**src/rtl/sd_data_rx.sv**
```systemverilog
// SD read-data receiver: 1/4/8 lanes, per-lane CRC16 check, bytes packed into WORD_W-bit FIFO words.
// Latency: fifoWe one cycle after a word's last bit; done one cycle after the end bit (or after start on cfgErr).
// Backpressure: fifoAlmostFull sampled at block boundaries only; HOLD raises sdClkStop until it clears.
module sd_data_rx #(
    parameter int MAX_LANES = 4,
    parameter int WORD_W    = 64,
    parameter int BLKLEN_W  = 12,
    parameter int BLKCNT_W  = 16,
    parameter int TIMEOUT_W = 24
) (
    input  logic                 sdClk,
    input  logic                 sysRst,
    input  logic                 start,
    input  logic                 abort,
    input  logic [1:0]           busWidth,
    input  logic [BLKLEN_W-1:0]  blockLen,
    input  logic [BLKCNT_W-1:0]  blockCount,
    input  logic [TIMEOUT_W-1:0] timeoutCycles,
    input  logic [MAX_LANES-1:0] sdDataIn,
    input  logic                 fifoAlmostFull,
    output logic                 fifoWe,
    output logic [WORD_W-1:0]    fifoData,
    output logic                 sdClkStop,
    output logic                 busy,
    output logic                 done,
    output logic                 crcErr,
    output logic                 timeoutErr,
    output logic                 cfgErr
);
    localparam int BITCNT_W   = BLKLEN_W + 3;
    localparam int WBIT_W     = $clog2(WORD_W + 1);
    localparam int WORD_BYTES = WORD_W / 8;

    typedef enum logic [2:0] {IDLE, WAIT_START, DATA, CRC, END, HOLD} rxStateT;

    rxStateT              state, nextState;
    logic [1:0]           curWidth;
    logic [BLKLEN_W-1:0]  curLen;
    logic [BLKCNT_W-1:0]  blkLeft;
    logic [TIMEOUT_W-1:0] curTimeout, toCnt;
    logic [BITCNT_W-1:0]  bitCnt;
    logic [WBIT_W-1:0]    wordBits;
    logic [3:0]           crcCnt;
    logic [WORD_W-1:0]    shiftReg;
    logic [15:0]          crcReg [MAX_LANES];
    logic                 crcBad;

    logic [7:0] laneBits, laneMask;
    logic [3:0] laneStep;
    logic       laneOk, cfgBad, startBit, endOk, timeoutHit, lastData, wordEnd, crcMiss, blkBad;

    // Lane view zero-extended to 8, active-lane mask, and per-cycle decisions.
    always_comb begin
        laneBits = '0;
        laneBits[MAX_LANES-1:0] = sdDataIn;
        case (curWidth)
            2'b00:   begin laneMask = 8'h01; laneStep = 4'd1; end
            2'b01:   begin laneMask = 8'h0F; laneStep = 4'd4; end
            default: begin laneMask = 8'hFF; laneStep = 4'd8; end
        endcase
        case (busWidth)
            2'b00:   laneOk = 1'b1;
            2'b01:   laneOk = (MAX_LANES >= 4);
            2'b10:   laneOk = (MAX_LANES >= 8);
            default: laneOk = 1'b0;
        endcase
        cfgBad     = !laneOk || (blockLen == '0) || ((blockLen % BLKLEN_W'(WORD_BYTES)) != '0);
        startBit   = (laneBits & laneMask) == 8'h00;
        endOk      = (laneBits & laneMask) == laneMask;
        // toCnt counts from 0 at entry, so the limit is reached on cycle timeoutCycles.
        timeoutHit = (curTimeout != '0) &&
                     (({1'b0, toCnt} + (TIMEOUT_W+1)'(1)) == {1'b0, curTimeout});
        lastData   = (bitCnt + BITCNT_W'(laneStep)) == {curLen, 3'b000};
        wordEnd    = (wordBits + WBIT_W'(laneStep)) == WBIT_W'(WORD_W);
        crcMiss    = 1'b0;
        for (int i = 0; i < MAX_LANES; i++)
            crcMiss = crcMiss | (laneMask[i] & (laneBits[i] ^ crcReg[i][15]));
        blkBad     = crcBad || !endOk;
    end

    // State register.
    always_ff @(posedge sdClk or posedge sysRst) begin
        if (sysRst) state <= IDLE;
        else        state <= nextState;
    end

    // Next-state logic and state-decoded outputs; abort overrides every transition.
    always_comb begin
        nextState = state;
        busy      = (state != IDLE);
        sdClkStop = (state == HOLD) && fifoAlmostFull;
        case (state)
            IDLE:       if (start && !cfgBad) nextState = WAIT_START;
            WAIT_START: if (startBit) nextState = DATA;
                        else if (timeoutHit) nextState = IDLE;
            DATA:       if (lastData) nextState = CRC;
            CRC:        if (crcCnt == 4'd15) nextState = END;
            END:        if (blkBad || blkLeft == BLKCNT_W'(1)) nextState = IDLE;
                        else nextState = fifoAlmostFull ? HOLD : WAIT_START;
            HOLD:       if (!fifoAlmostFull) nextState = WAIT_START;
            default:    nextState = IDLE;
        endcase
        if (abort) nextState = IDLE;
    end

    // Datapath: config latch, shift/pack, per-lane CRC, counters, status pulses and flags.
    always_ff @(posedge sdClk or posedge sysRst) begin
        if (sysRst) begin
            curWidth <= '0; curLen <= '0; blkLeft <= '0; curTimeout <= '0; toCnt <= '0;
            bitCnt <= '0; wordBits <= '0; crcCnt <= '0; shiftReg <= '0; crcBad <= 1'b0;
            for (int i = 0; i < MAX_LANES; i++) crcReg[i] <= '0;
            fifoWe <= 1'b0; done <= 1'b0; crcErr <= 1'b0; timeoutErr <= 1'b0; cfgErr <= 1'b0;
        end else begin
            done   <= 1'b0;
            fifoWe <= 1'b0;
            // Timeout counter restarts whenever we are outside WAIT_START and saturates inside it.
            if (state == WAIT_START) begin
                if (toCnt != '1) toCnt <= toCnt + TIMEOUT_W'(1);
            end else begin
                toCnt <= '0;
            end
            if (!abort) begin
                case (state)
                    IDLE: if (start) begin
                        crcErr     <= 1'b0;
                        timeoutErr <= 1'b0;
                        cfgErr     <= cfgBad;
                        done       <= cfgBad;
                        curWidth   <= busWidth;
                        curLen     <= blockLen;
                        curTimeout <= timeoutCycles;
                        blkLeft    <= (blockCount == '0) ? BLKCNT_W'(1) : blockCount;
                    end
                    WAIT_START: begin
                        bitCnt   <= '0;
                        wordBits <= '0;
                        crcCnt   <= '0;
                        crcBad   <= 1'b0;
                        for (int i = 0; i < MAX_LANES; i++) crcReg[i] <= '0;
                        if (!startBit && timeoutHit) begin
                            done       <= 1'b1;
                            timeoutErr <= 1'b1;
                        end
                    end
                    DATA: begin
                        case (curWidth)
                            2'b00:   shiftReg <= {shiftReg[WORD_W-2:0], laneBits[0]};
                            2'b01:   shiftReg <= {shiftReg[WORD_W-5:0], laneBits[3:0]};
                            default: shiftReg <= {shiftReg[WORD_W-9:0], laneBits};
                        endcase
                        for (int i = 0; i < MAX_LANES; i++)
                            crcReg[i] <= {crcReg[i][14:0], 1'b0} ^
                                         ((laneBits[i] ^ crcReg[i][15]) ? 16'h1021 : 16'h0000);
                        bitCnt <= bitCnt + BITCNT_W'(laneStep);
                        if (wordEnd) begin
                            wordBits <= '0;
                            fifoWe   <= 1'b1;
                        end else begin
                            wordBits <= wordBits + WBIT_W'(laneStep);
                        end
                    end
                    CRC: begin
                        // Received CRC is compared bit-serially against the top of each lane's register.
                        crcCnt <= crcCnt + 4'd1;
                        crcBad <= crcBad | crcMiss;
                        for (int i = 0; i < MAX_LANES; i++) crcReg[i] <= {crcReg[i][14:0], 1'b0};
                    end
                    END: begin
                        blkLeft <= blkLeft - BLKCNT_W'(1);
                        if (blkBad) begin
                            done   <= 1'b1;
                            crcErr <= 1'b1;
                        end else if (blkLeft == BLKCNT_W'(1)) begin
                            done <= 1'b1;
                        end
                    end
                    default: ;
                endcase
            end
        end
    end

    assign fifoData = shiftReg;

endmodule

```
**config.mk**
```make
export PLATFORM = sky130hd
export DESIGN_NAME = sd_data_rx
export DESIGN_NICKNAME = d
export VERILOG_FILES = /design/src/rtl/sd_data_rx.sv
export SDC_FILE = /design/constraint.sdc
export NUM_CORES = 1
export LEC_CHECK = 0
export CELL_PAD_IN_SITES_DETAIL_PLACEMENT = 1
export CELL_PAD_IN_SITES_GLOBAL_PLACEMENT = 2
export CORE_ASPECT_RATIO = 0.8
export CORE_UTILIZATION = 33
export CTS_BUF_LIST = sky130_fd_sc_hd__clkbuf_8
export DETAILED_ROUTE_END_ITERATION = 6
export PLACE_DENSITY_LB_ADDON = 0.1
export SLEW_MARGIN = 5
export SYNTH_ARGS = -nofsm -noshare
export SYNTH_HDL_FRONTEND = slang
export SYNTH_SLANG_ARGS = --single-unit
```
**constraint.sdc**
```tcl
create_clock -name sdClk -period 9.4 [get_ports sdClk]
set_input_delay 2.82 -clock sdClk [delete_from_list [all_inputs] [get_ports sdClk]]
set_output_delay 2.82 -clock sdClk [all_outputs]
set_load 0.02 [all_outputs]
```
==> out/qor.csv <==
metric,value,unit
coreArea,0.0383,mm²
syn2layout_area_growth,20.6,%
drive_gt1_frac,0.0945,
grt_pass1_wl,63.0,mm
antenna_found_initial,1,
hold_viol_final,0,
cts_buffers,45,
cts.clk_slew.worst_paths,0.05,ns
yosys-top-cells-count,"dfrtp_1 (241), nand2_1 (202), o21ai_0 (170)",
grt.overflow.total,0,
rows,64,
drv_slew,0,
dieArea,0.0398,mm²
async_flop_share,1.00,
hold_depth,2,
port_buffers,133,
max_freq,143,MHz
crit_path_end_kind,output port,
fillers,4363,
ys_seq_elements,241,
min_from,crcReg[56]$_DFFE_PP0P_,
reg2reg_from,curWidth[1]$_DFFE_PP0P_,
worst-setup-path-type,in -> out,
wire_per_inst,19.2,µm
min_period_over_period,0.743,
ys.flop_type,dfrtp_1,
groute.usage.overall,0.198,
grt_pass1_vias,10900,
drv_cap,0,
vias,10800,
final.min_clock_period,6.98,ns
globalplace.congestion,0.805,
min_path_type,reg -> reg,
fin_nets,1576,
cts_sinks,241,
p_leak,6.28,nW
grt_max_degree,118,
synth_area_leaders,"dfrtp_1 (47%), o21ai_0 (6.6%), nand2_1 (5.9%)",
irDropWorstVdd,0.104,mV
synth_nets,1479,
yosysMostFrequentCell,dfrtp_1,
io_pins,134,
worstPathRequired,6.58,ns
synth_top_cell_by_area,dfrtp_1,
rsz0062_at_grt,no,
final_util,0.405,
avgSynthCellArea,9.13,µm²
tightest_slew,1.18,ns
synth_area,0.0129,mm²
place_hpwl,26.0,mm
yosys_warnings,0,
drt_iter0_drc,629,
synthDistinctLibCells,72,
crit_start,fifoAlmostFull,
cts_tree,yes,
finalClockSkew,0.0327,ns
clk_latency,0.59,ns
synthCells,1408,
ant_nets,0,
reg2regPathDepth,10,
crit_arrival,4.16,ns
routed_via_density,5.29,
cts_max_path_buffers,3,
crit_fanout,3,
powerDensity,253,mW/mm²
wirelength,39.1,mm
status,finished clean,
relSlewSlack,0.211,
synth-edff-count,0,
cts-resized-gates,0,
cts_root_buf,clkbuf_8,
initial_core_util,0.336,
yosysTopAreaCellShare,0.469,
fp.dieH,179,µm
setup_viol,0,
ys_seq_area_frac,0.469,
cts_hold_buf,0,
die_x,223,µm
drc,0,
start_kind,input pin,
firstDrtPassIters,4,
htree_levels,2,
fin_tns_setup,0,ns
cts_setup_buffers,0,
## registers in the layout (all words and copies together) (netlist names)
| name | cells |
|---|---|
| done | 1 |
| cfgErr | 1 |
| timeoutErr | 1 |
| crcBad | 1 |
| wordBits | 7 |
| crcCnt | 4 |
| bitCnt | 15 |
| curLen | 12 |
| curWidth | 2 |
| state | 3 |
| crcReg | 64 |
| curTimeout | 24 |
| blkLeft | 16 |
| toCnt | 24 |
| fifoWe | 1 |
| fifoData | 64 |
| crcErr | 1 |
## placed cells by master, fill, tap and decap left out, drive strengths merged, types with 31 or more instances in the layout
master / netlist / final
xnor2: 42 / 42
nor2: 108 / 108
mux2i: 65 / 65
nand2: 203 / 203
xor2: 36 / 36
clkbuf: 82 / 62
clkdlybuf4s50: 0 / 133
nand3: 31 / 31
o21ai: 170 / 170
inv: 22 / 33
a21oi: 109 / 109
nor3: 35 / 35
dfrtp: 241 / 241
mux2: 36 / 36
## path summary, 6_finish.rpt
check | endpoint | slack (ns)
min | crcReg[56]$_DFFE_PP0P_ | 0.48
max | sdClkStop | 2.42
min reg2reg | crcReg[56]$_DFFE_PP0P_ | 0.48
max reg2reg | state[2]$_DFFE_PP0P_ | 4.87
min in group asynchronous | curTimeout[3]$_DFFE_PP0P_ | 2.72
max in group asynchronous | curWidth[1]$_DFFE_PP0P_ | 5.50
## metal layers
layer  part of all wire  routed length [µm]  up-vias  global-route usage
li1                   -                   -     5202                   -
met1               0.52               20400     5337               0.300
met2               0.42               16400      156               0.286
met3              0.039                1530       59              0.0379
met4              0.019                 738        0              0.0509
met5                  0                   0        -                   0
## area by class of cell
type                            count  area [µm²]  area share
Clock inverter                     15        65.1     0.00420
Tap cell                          495         619      0.0399
Timing Repair Buffer              147        1450      0.0934
Antenna cell                        1        2.50    0.000161
Sequential cell                   241        6040       0.389
Multi-Input combinational cell   1048        6390       0.412
Inverter                           22        86.3     0.00557
Clock buffer                       62         853      0.0550
## through the flow
stage                     hold WS, ns  setup slack, ns  instance area, µm²  total power [mW]  instances
after CTS                       0.477             2.39               15500              3.99       2030
after floorplan                 0.443             3.23               12900              2.42       1408
after global routing            0.515             2.36               15500              4.19       2030
final                           0.476             2.42               15500              3.92       2031
after global placement          0.461             2.44               14600              2.87       1953
after detailed placement        0.470             2.40               14600              2.90       1953
## critical path, cell delays in order
cell and delay (ns):
clkdlybuf4s50_1 0.46, nand2_1 0.08, nor3_1 0.16, clkdlybuf4s50_1 0.63
## power breakdown
part	internal [mW]	switching, mW
Sequential	1.26	0.344
Combinational	0.526	0.746
Clock	0.580	0.471
## logic make-up after synthesis
group | Yosys count | share of synthesized area
AO/OA/AOI/OAI | 386 | 0.180
multiplexers | 101 | 0.0821
AND/OR/NAND/NOR | 475 | 0.172
flip-flops | 241 | 0.469
XOR/XNOR | 78 | 0.0531
adder cells (fa/ha/maj) | 8 | 0.00778
buffers and inverters | 119 | 0.0357
No activity file was read; power rests on OpenSTA's default activity.
